[src/rtl/hs_update_ctrl.sv]
// High-score table update sequencer: keeps an external RAM sorted (descending) and inserts the
// final score on entry to the DONE game state. Optional table clear is enabled by HS_CLEAR_EN.
module hs_update_ctrl #(
    parameter  int DEPTH   = 4,
    parameter  int SCORE_W = 32,
    localparam int ADDR_W  = $clog2(DEPTH)
) (
    input  logic               Clk,
    input  logic               Reset_n,
    input  logic [2:0]         state,
    input  logic [SCORE_W-1:0] score,
`ifdef HS_CLEAR_EN
    input  logic               clear,
`endif
    input  logic [ADDR_W-1:0]  disp_addr,
    output logic [SCORE_W-1:0] disp_data,
    output logic               disp_stall,
    output logic [ADDR_W-1:0]  ram_rd_addr,
    input  logic [SCORE_W-1:0] ram_rd_data,
    output logic               ram_we,
    output logic [ADDR_W-1:0]  ram_wr_addr,
    output logic [SCORE_W-1:0] ram_wr_data,
    output logic               busy,
    output logic               done,
    output logic               qualified,
    output logic [ADDR_W-1:0]  new_rank
);

    localparam int               CNT_W   = ADDR_W + 1;
    localparam logic [2:0]       GS_DONE = 3'b011;
    localparam logic [ADDR_W-1:0] LAST   = ADDR_W'(DEPTH - 1);
    localparam logic [CNT_W-1:0] CNT_END = CNT_W'(DEPTH);

    typedef enum logic [2:0] {
        IDLE,
        SCAN_RD,
        SCAN_CMP,
        SHIFT_RD,
        SHIFT_WR,
        INSERT,
        FINISH
`ifdef HS_CLEAR_EN
        , CLEAR
`endif
    } fsm_t;

    fsm_t               fsm, fsm_next;
    logic [2:0]         prev_state;
    logic [SCORE_W-1:0] latched, latched_next;
    logic [CNT_W-1:0]   i, i_next;
    logic [ADDR_W-1:0]  p, p_next;
    logic [ADDR_W-1:0]  j, j_next;
    logic               qual_r, qual_next;
    logic [ADDR_W-1:0]  rank_r, rank_next;
    logic               trigger;
    logic [CNT_W-1:0]   i_inc;
    logic [ADDR_W-1:0]  j_dec;

    // Only a fresh entry into DONE starts an update; holding DONE does not retrigger.
    assign trigger = (state == GS_DONE) && (prev_state != GS_DONE);
    assign i_inc   = i + 1'b1;
    assign j_dec   = j - 1'b1;

    always_ff @(posedge Clk or negedge Reset_n) begin
        if (!Reset_n) begin
            fsm        <= IDLE;
            prev_state <= 3'b000;
            latched    <= '0;
            i          <= '0;
            p          <= '0;
            j          <= '0;
            qual_r     <= 1'b0;
            rank_r     <= '0;
        end else begin
            fsm        <= fsm_next;
            prev_state <= state;
            latched    <= latched_next;
            i          <= i_next;
            p          <= p_next;
            j          <= j_next;
            qual_r     <= qual_next;
            rank_r     <= rank_next;
        end
    end

    always_comb begin
        fsm_next     = fsm;
        latched_next = latched;
        i_next       = i;
        p_next       = p;
        j_next       = j;
        qual_next    = qual_r;
        rank_next    = rank_r;
        ram_rd_addr  = i[ADDR_W-1:0];
        ram_we       = 1'b0;
        ram_wr_addr  = '0;
        ram_wr_data  = '0;
        busy         = 1'b1;
        done         = 1'b0;

        case (fsm)
            IDLE: begin
                busy        = 1'b0;
                ram_rd_addr = disp_addr;
                if (trigger) begin
                    latched_next = score;
                    i_next       = '0;
                    fsm_next     = SCAN_RD;
                end
`ifdef HS_CLEAR_EN
                else if (clear) begin
                    i_next   = '0;
                    fsm_next = CLEAR;
                end
`endif
            end
            SCAN_RD: begin
                fsm_next = SCAN_CMP;
            end
            SCAN_CMP: begin
                // Strictly greater: an equal score never displaces the earlier holder.
                if (latched > ram_rd_data) begin
                    p_next   = i[ADDR_W-1:0];
                    j_next   = LAST;
                    fsm_next = (LAST > i[ADDR_W-1:0]) ? SHIFT_RD : INSERT;
                end else begin
                    i_next = i_inc;
                    if (i_inc == CNT_END) begin
                        qual_next = 1'b0;
                        fsm_next  = FINISH;
                    end else begin
                        fsm_next = SCAN_RD;
                    end
                end
            end
            SHIFT_RD: begin
                ram_rd_addr = j_dec;
                fsm_next    = SHIFT_WR;
            end
            SHIFT_WR: begin
                ram_we      = 1'b1;
                ram_wr_addr = j;
                ram_wr_data = ram_rd_data;
                j_next      = j_dec;
                fsm_next    = (j_dec > p) ? SHIFT_RD : INSERT;
            end
            INSERT: begin
                ram_we      = 1'b1;
                ram_wr_addr = p;
                ram_wr_data = latched;
                qual_next   = 1'b1;
                rank_next   = p;
                fsm_next    = FINISH;
            end
            FINISH: begin
                done     = 1'b1;
                fsm_next = IDLE;
            end
`ifdef HS_CLEAR_EN
            CLEAR: begin
                ram_we      = 1'b1;
                ram_wr_addr = i[ADDR_W-1:0];
                ram_wr_data = '0;
                i_next      = i_inc;
                if (i_inc == CNT_END) begin
                    qual_next = 1'b0;
                    fsm_next  = FINISH;
                end
            end
`endif
            default: begin
                fsm_next = IDLE;
            end
        endcase
    end

    assign disp_data  = ram_rd_data;
    assign disp_stall = busy;
    assign qualified  = qual_r;
    assign new_rank   = rank_r;

endmodule

[config.mk]
export PLATFORM = sky130hd
export DESIGN_NAME = hs_update_ctrl
export DESIGN_NICKNAME = d
export VERILOG_FILES = /design/src/rtl/hs_update_ctrl.sv
export SDC_FILE = /design/constraint.sdc
export NUM_CORES = 1
export LEC_CHECK = 0
export ABC_AREA = 1
export CAP_MARGIN = 10
export CORE_MARGIN = 3
export CORE_UTILIZATION = 48
export DETAILED_ROUTE_END_ITERATION = 6
export PLACE_DENSITY = 0.95
export SLEW_MARGIN = 10
export SYNTH_ARGS = -nofsm -noshare
export SYNTH_HDL_FRONTEND = slang
export SYNTH_SLANG_ARGS = --single-unit
[constraint.sdc]
create_clock -name Clk -period 3.88 [get_ports Clk]
set_input_delay 0.388 -clock Clk [delete_from_list [all_inputs] [get_ports Clk]]
set_output_delay 0.388 -clock Clk [all_outputs]
set_load 0.01 [all_outputs]
After elaboration in Yosys (flattened, before gate mapping)
Cells that the tools add are included.
{ "word_totals": {"ff_bits": 48, "in_bits": 71, "output_inout_bits": 75, "elab_cells": 57} }
{ "classes": {"n_addsub": 2, "n_lt_le_gt_ge": 3, "eq_ne": 13, "mux": 20, "reduce_logical": 11} }
{ "op_table": {"columns": ["cell", "count"], "rows": [
  ["$pmux W32 S2", 1],
  ["$gt A32 B32 Y1", 1],
  ["$mux W3", 7],
  ["$pmux W3 S6", 1],
  ["$eq A3 B3 Y1 const B", 4],
  ["$pmux W2 S2", 3],
  ["$eq A3 B2 Y1 const B", 3],
  ["$ne A2 B2 Y1 const B", 4],
  ["$pmux W3 S2", 1],
  ["$reduce_and A2 Y1", 3],
  ["$reduce_and A3 Y1", 2],
  ["$reduce_bool A2 Y1", 3],
  ["$mux W1", 5],
  ["$add A3 B1 Y3 const B", 1],
  ["$eq A3 B1 Y1 const B", 1],
  ["$logic_not A3 Y1", 1],
  ["$ne A3 B2 Y1 const B", 1],
  ["$gt A2 B2 Y1", 1],
  ["$gt A2 B2 Y1 const A", 1],
  ["$mux W2", 1],
  ["$pmux W1 S2", 1],
  ["$reduce_or A2 Y1", 1],
  ["$sub A2 B1 Y2 const B", 1],
  ["$logic_and A1 B1 Y1", 1]
]} }

Longest topological paths before layout
{ "logic_depth": {"ltp_word": 5, "mapped_depth": 17, "mapped_depth_nobuf": 17} }

Worst setup path before layout
No wires, ideal clock.
{ "synth_path": {"path_kind": "register to output", "start": "register fsm[2]", "end": "output port ram_wr_data[10]", "arrival_time_ns": 1.292, "required_ns": 3.492, "setup_slack_ns": 2.200, "path_stages_with_launch": 8, "path_buffers": 1, "cell_sequence": "dfrtp_1 -> inv_2 -> nor2_2 -> inv_2 -> nor2_4 -> buf_6 -> nand2_1 -> o21ai_0"} }
{ "synth_via": {"elab_chain_cells": 2, "word_cells_on_any_way": 3, "cone_classes": "2 x eq/ne; 1 x mux"} }
{ "synth_lines": {"columns": ["item", "line", "source"], "rows": [
  ["start, declared", "47", "fsm_t fsm, fsm_next;"],
  ["start signal, assigned", "75", "fsm <= fsm_next;"],
  ["$eq A3 B3 Y1", "101", "case (fsm)"],
  ["$pmux W32 S2 *", "101", null],
  ["end, declared", "22", "output logic [SCORE_W-1:0] ram_wr_data,"]
]} }
Every way passes the cells marked *; elsewhere a longest branch is shown, timed or not.

Worst setup path in the final report
{ "layout_path": {"start": "register fsm[1]", "end": "output port ram_wr_data[16]"} }
Same word-level chain as after synthesis.

==> impl_metrics.toml <==
[placed_design]
dp_hpwl_um = 7550
globalplace.congestion = 0.824
io_buffers = 145
post-place-cells = 624

[clocking]
cts_made_buffers = 5
post_cts_resized = 0
clock_latency_ps = 300
cts_root_buffer = "clkbuf_8"
htree_num_levels = 2
clkTransAtPathRegs_ps = 100
cts_sinks = 48
cts_setup_buffers = 0
cts_tree = "built"
clk_path_buf_depth = 2
hold_buffers = 0

[synthesis]
synth_edf_count = 0
synth_common_cells = "nand2_1, inv_1, dfrtp_1, o21ai_0, ha_1"
synth.most_common_cell = "nand2_1"
syn_inst = 422
synth_nets = 529
ys.flop_type = "dfrtp_1"
synthTopCellsByArea = "dfrtp_1, ha_1, mux2_4"
yosys_warnings = 0
yosysTopAreaCell = "dfrtp_1"
syn_area_um2 = 3620
syn_avg_cell_area_um2 = 8.57
synth_top_cell_area_share_pct = 33.2
async_flop_share_pct = 100
ys_types = 34
synth-seq-area-share_pct = 33.2
synth-seq-cells = 48

[global_routing]
grt_pass1_vias = 3422
track_usage_pct = 22.2
grt_pass1_wl_um = 15600
grt_overflow = 0
antenna_found_initial = 0
grt_max_degree = 49

[outcome]
status = "completed"

[floorplanning]
die_area_um2 = 8610
start_util_pct = 49.6
fp-row-count = 31
core-area_um2 = 7290
die_h_um = 92.8
fp.dieW_um = 92.8
pin_count = 146

[critical_path]
worst_ep_arrival_time_ps = 2750
startpoint_type = "flip-flop"
setup.worst_path.end = "ram_wr_data[16]"
crit_start = "fsm[1]"
worstSetupEndpointType = "output port"
rr_endpoint = "fsm[2]"
required_ps = 3490
r2r_slack_ps = 1750
path_class = "reg -> out"
r2r-start = "fsm[2]"
reg2reg_depth = 4
critPathMaxFanout = 38

[routing]
drtIter0Drc = 82
vias = 3179
ant_nets = 0
wl_um = 9420
routed_via_density = 5.03
drt-wirelength-per-cell_um = 14.9
dr.pass1.iters = 4
drcViolationCount = 0

[power_and_ir_drop]
total_power_mw = 2.74
irDropWorstVdd_v = 0.000471
p_leak_nw = 2.42
power.density_nw_per_um2 = 550

[sta]
tns_ps = 0
rsz0062_at_grt = "no"
layout_min_cycle_time_ps = 3130
drv_slew = 0
setup_violations = 0
fmax_mhz = 319
timing.final.crit_share_pct = 80.8
tightest_slew_ps = 1210
relSlewSlack_pct = 19.2
hold_violations = 0
fin_worst_skew_ps = 12.8

[cells_and_area]
area_growth_pct = 37.5
fin_cells = 632
nets = 639
antenna_cells = 0
fillers = 617
drive_above_1_share_pct = 10.7

[flow_run]
max_cap_violations = 0

[min_path]
hp-class = "in -> async"
## sequential cells by signal, indices dropped and copies added (netlist names)
| register | count |
|---|---|
| i | 3 |
| j | 2 |
| p | 2 |
| latched | 32 |
| prev_state | 3 |
| qualified | 1 |
| new_rank | 2 |
| fsm | 3 |
## critical path, stage by stage, from the launching register on
cell and delay (ps):
dfrtp_1 450, nor2_2 180, nand2_1 700, o21ai_0 490, clkdlybuf4s50_1 610
## layout by cell type, fill, tap and decap left out, types with 2 or more instances in the layout
master and count:
inv_2 3, or2_2 2, o21ai_1 3, inv_1 53, clkdlybuf4s50_1 144, a21oi_1 15, o211ai_1 2, nor2_1 22
clkbuf_8 5, o21ai_2 2, nor3_1 2, o21ai_0 37, nand2_1 98, nor2_2 2, ha_1 36, nor2_4 2
nand4_1 2, nand3_1 8, dfrtp_1 48, mux2_2 3, mux2_4 28
## power breakdown
group,internal (mW),switching (mW)
logic,0.773,0.687
registers,0.712,0.201
clock network,0.191,0.173
## kinds of logic (layout without fill, tap and decap cells)
| logic type | count (synthesis) | count (layout) | share of synthesized area, % |
|---|---|---|---|
| DFF | 48 | 48 | 33.2 |
| and+or+nand+nor | 144 | 144 | 17.2 |
| adders and majority gates | 36 | 36 | 12.5 |
| xor gates and xnor gates | 1 | 1 | 0.242 |
| muxes | 31 | 31 | 12.6 |
| AOI/OAI and AO/OA | 63 | 63 | 9.34 |
| buffers and inverters | 99 | 210 | 15.0 |
## layout make-up
type	instances	area (um2)	share of cell area, %
Clock inverter	3	42.5	0.855
Clock buffer	5	68.8	1.38
Inverter	56	210	4.23
Multi-Input combinational cell	275	1870	37.7
Timing Repair Buffer	146	1450	29.2
Tap cell	99	124	2.49
Sequential cell	48	1200	24.2
## per-stage QoR
stage | instance area, um2 | hold WS, ps | setup WS, ps | util, %
after floorplan | 3620 | 92.4 | 2200 | -
after global placement | 4860 | 460 | 1190 | 66.7
after detailed placement | 4860 | 466 | 1070 | 66.7
after CTS | 4970 | 321 | 719 | 68.2
after global routing | 4970 | 367 | 584 | 68.2
final | 4970 | 274 | 746 | 68.2
## layer usage
layer	wire (um)	vias to the layer above	part of all wire [%]	GRT usage (%)
met5	0	-	0	0
met4	164	0	1.7	6.35
met3	509	14	5.4	4.22
met2	4990	115	53	41.5
met1	3750	1498	40	25.6
li1	-	1552	-	-
## worst min-delay path by stage
stage | from | endpoint | slack, ps | depth (start not counted)
after floorplan | Reset_n | fsm[0] | 90 | 0
after global placement | new_rank[1] | new_rank[1] | 460 | 2
after detailed placement | new_rank[1] | new_rank[1] | 470 | 2
after CTS | Reset_n | j[0] | 320 | 1
after global routing | Reset_n | j[0] | 370 | 1
final | Reset_n | j[0] | 270 | 1
No activity file was read; power rests on OpenSTA's default activity.
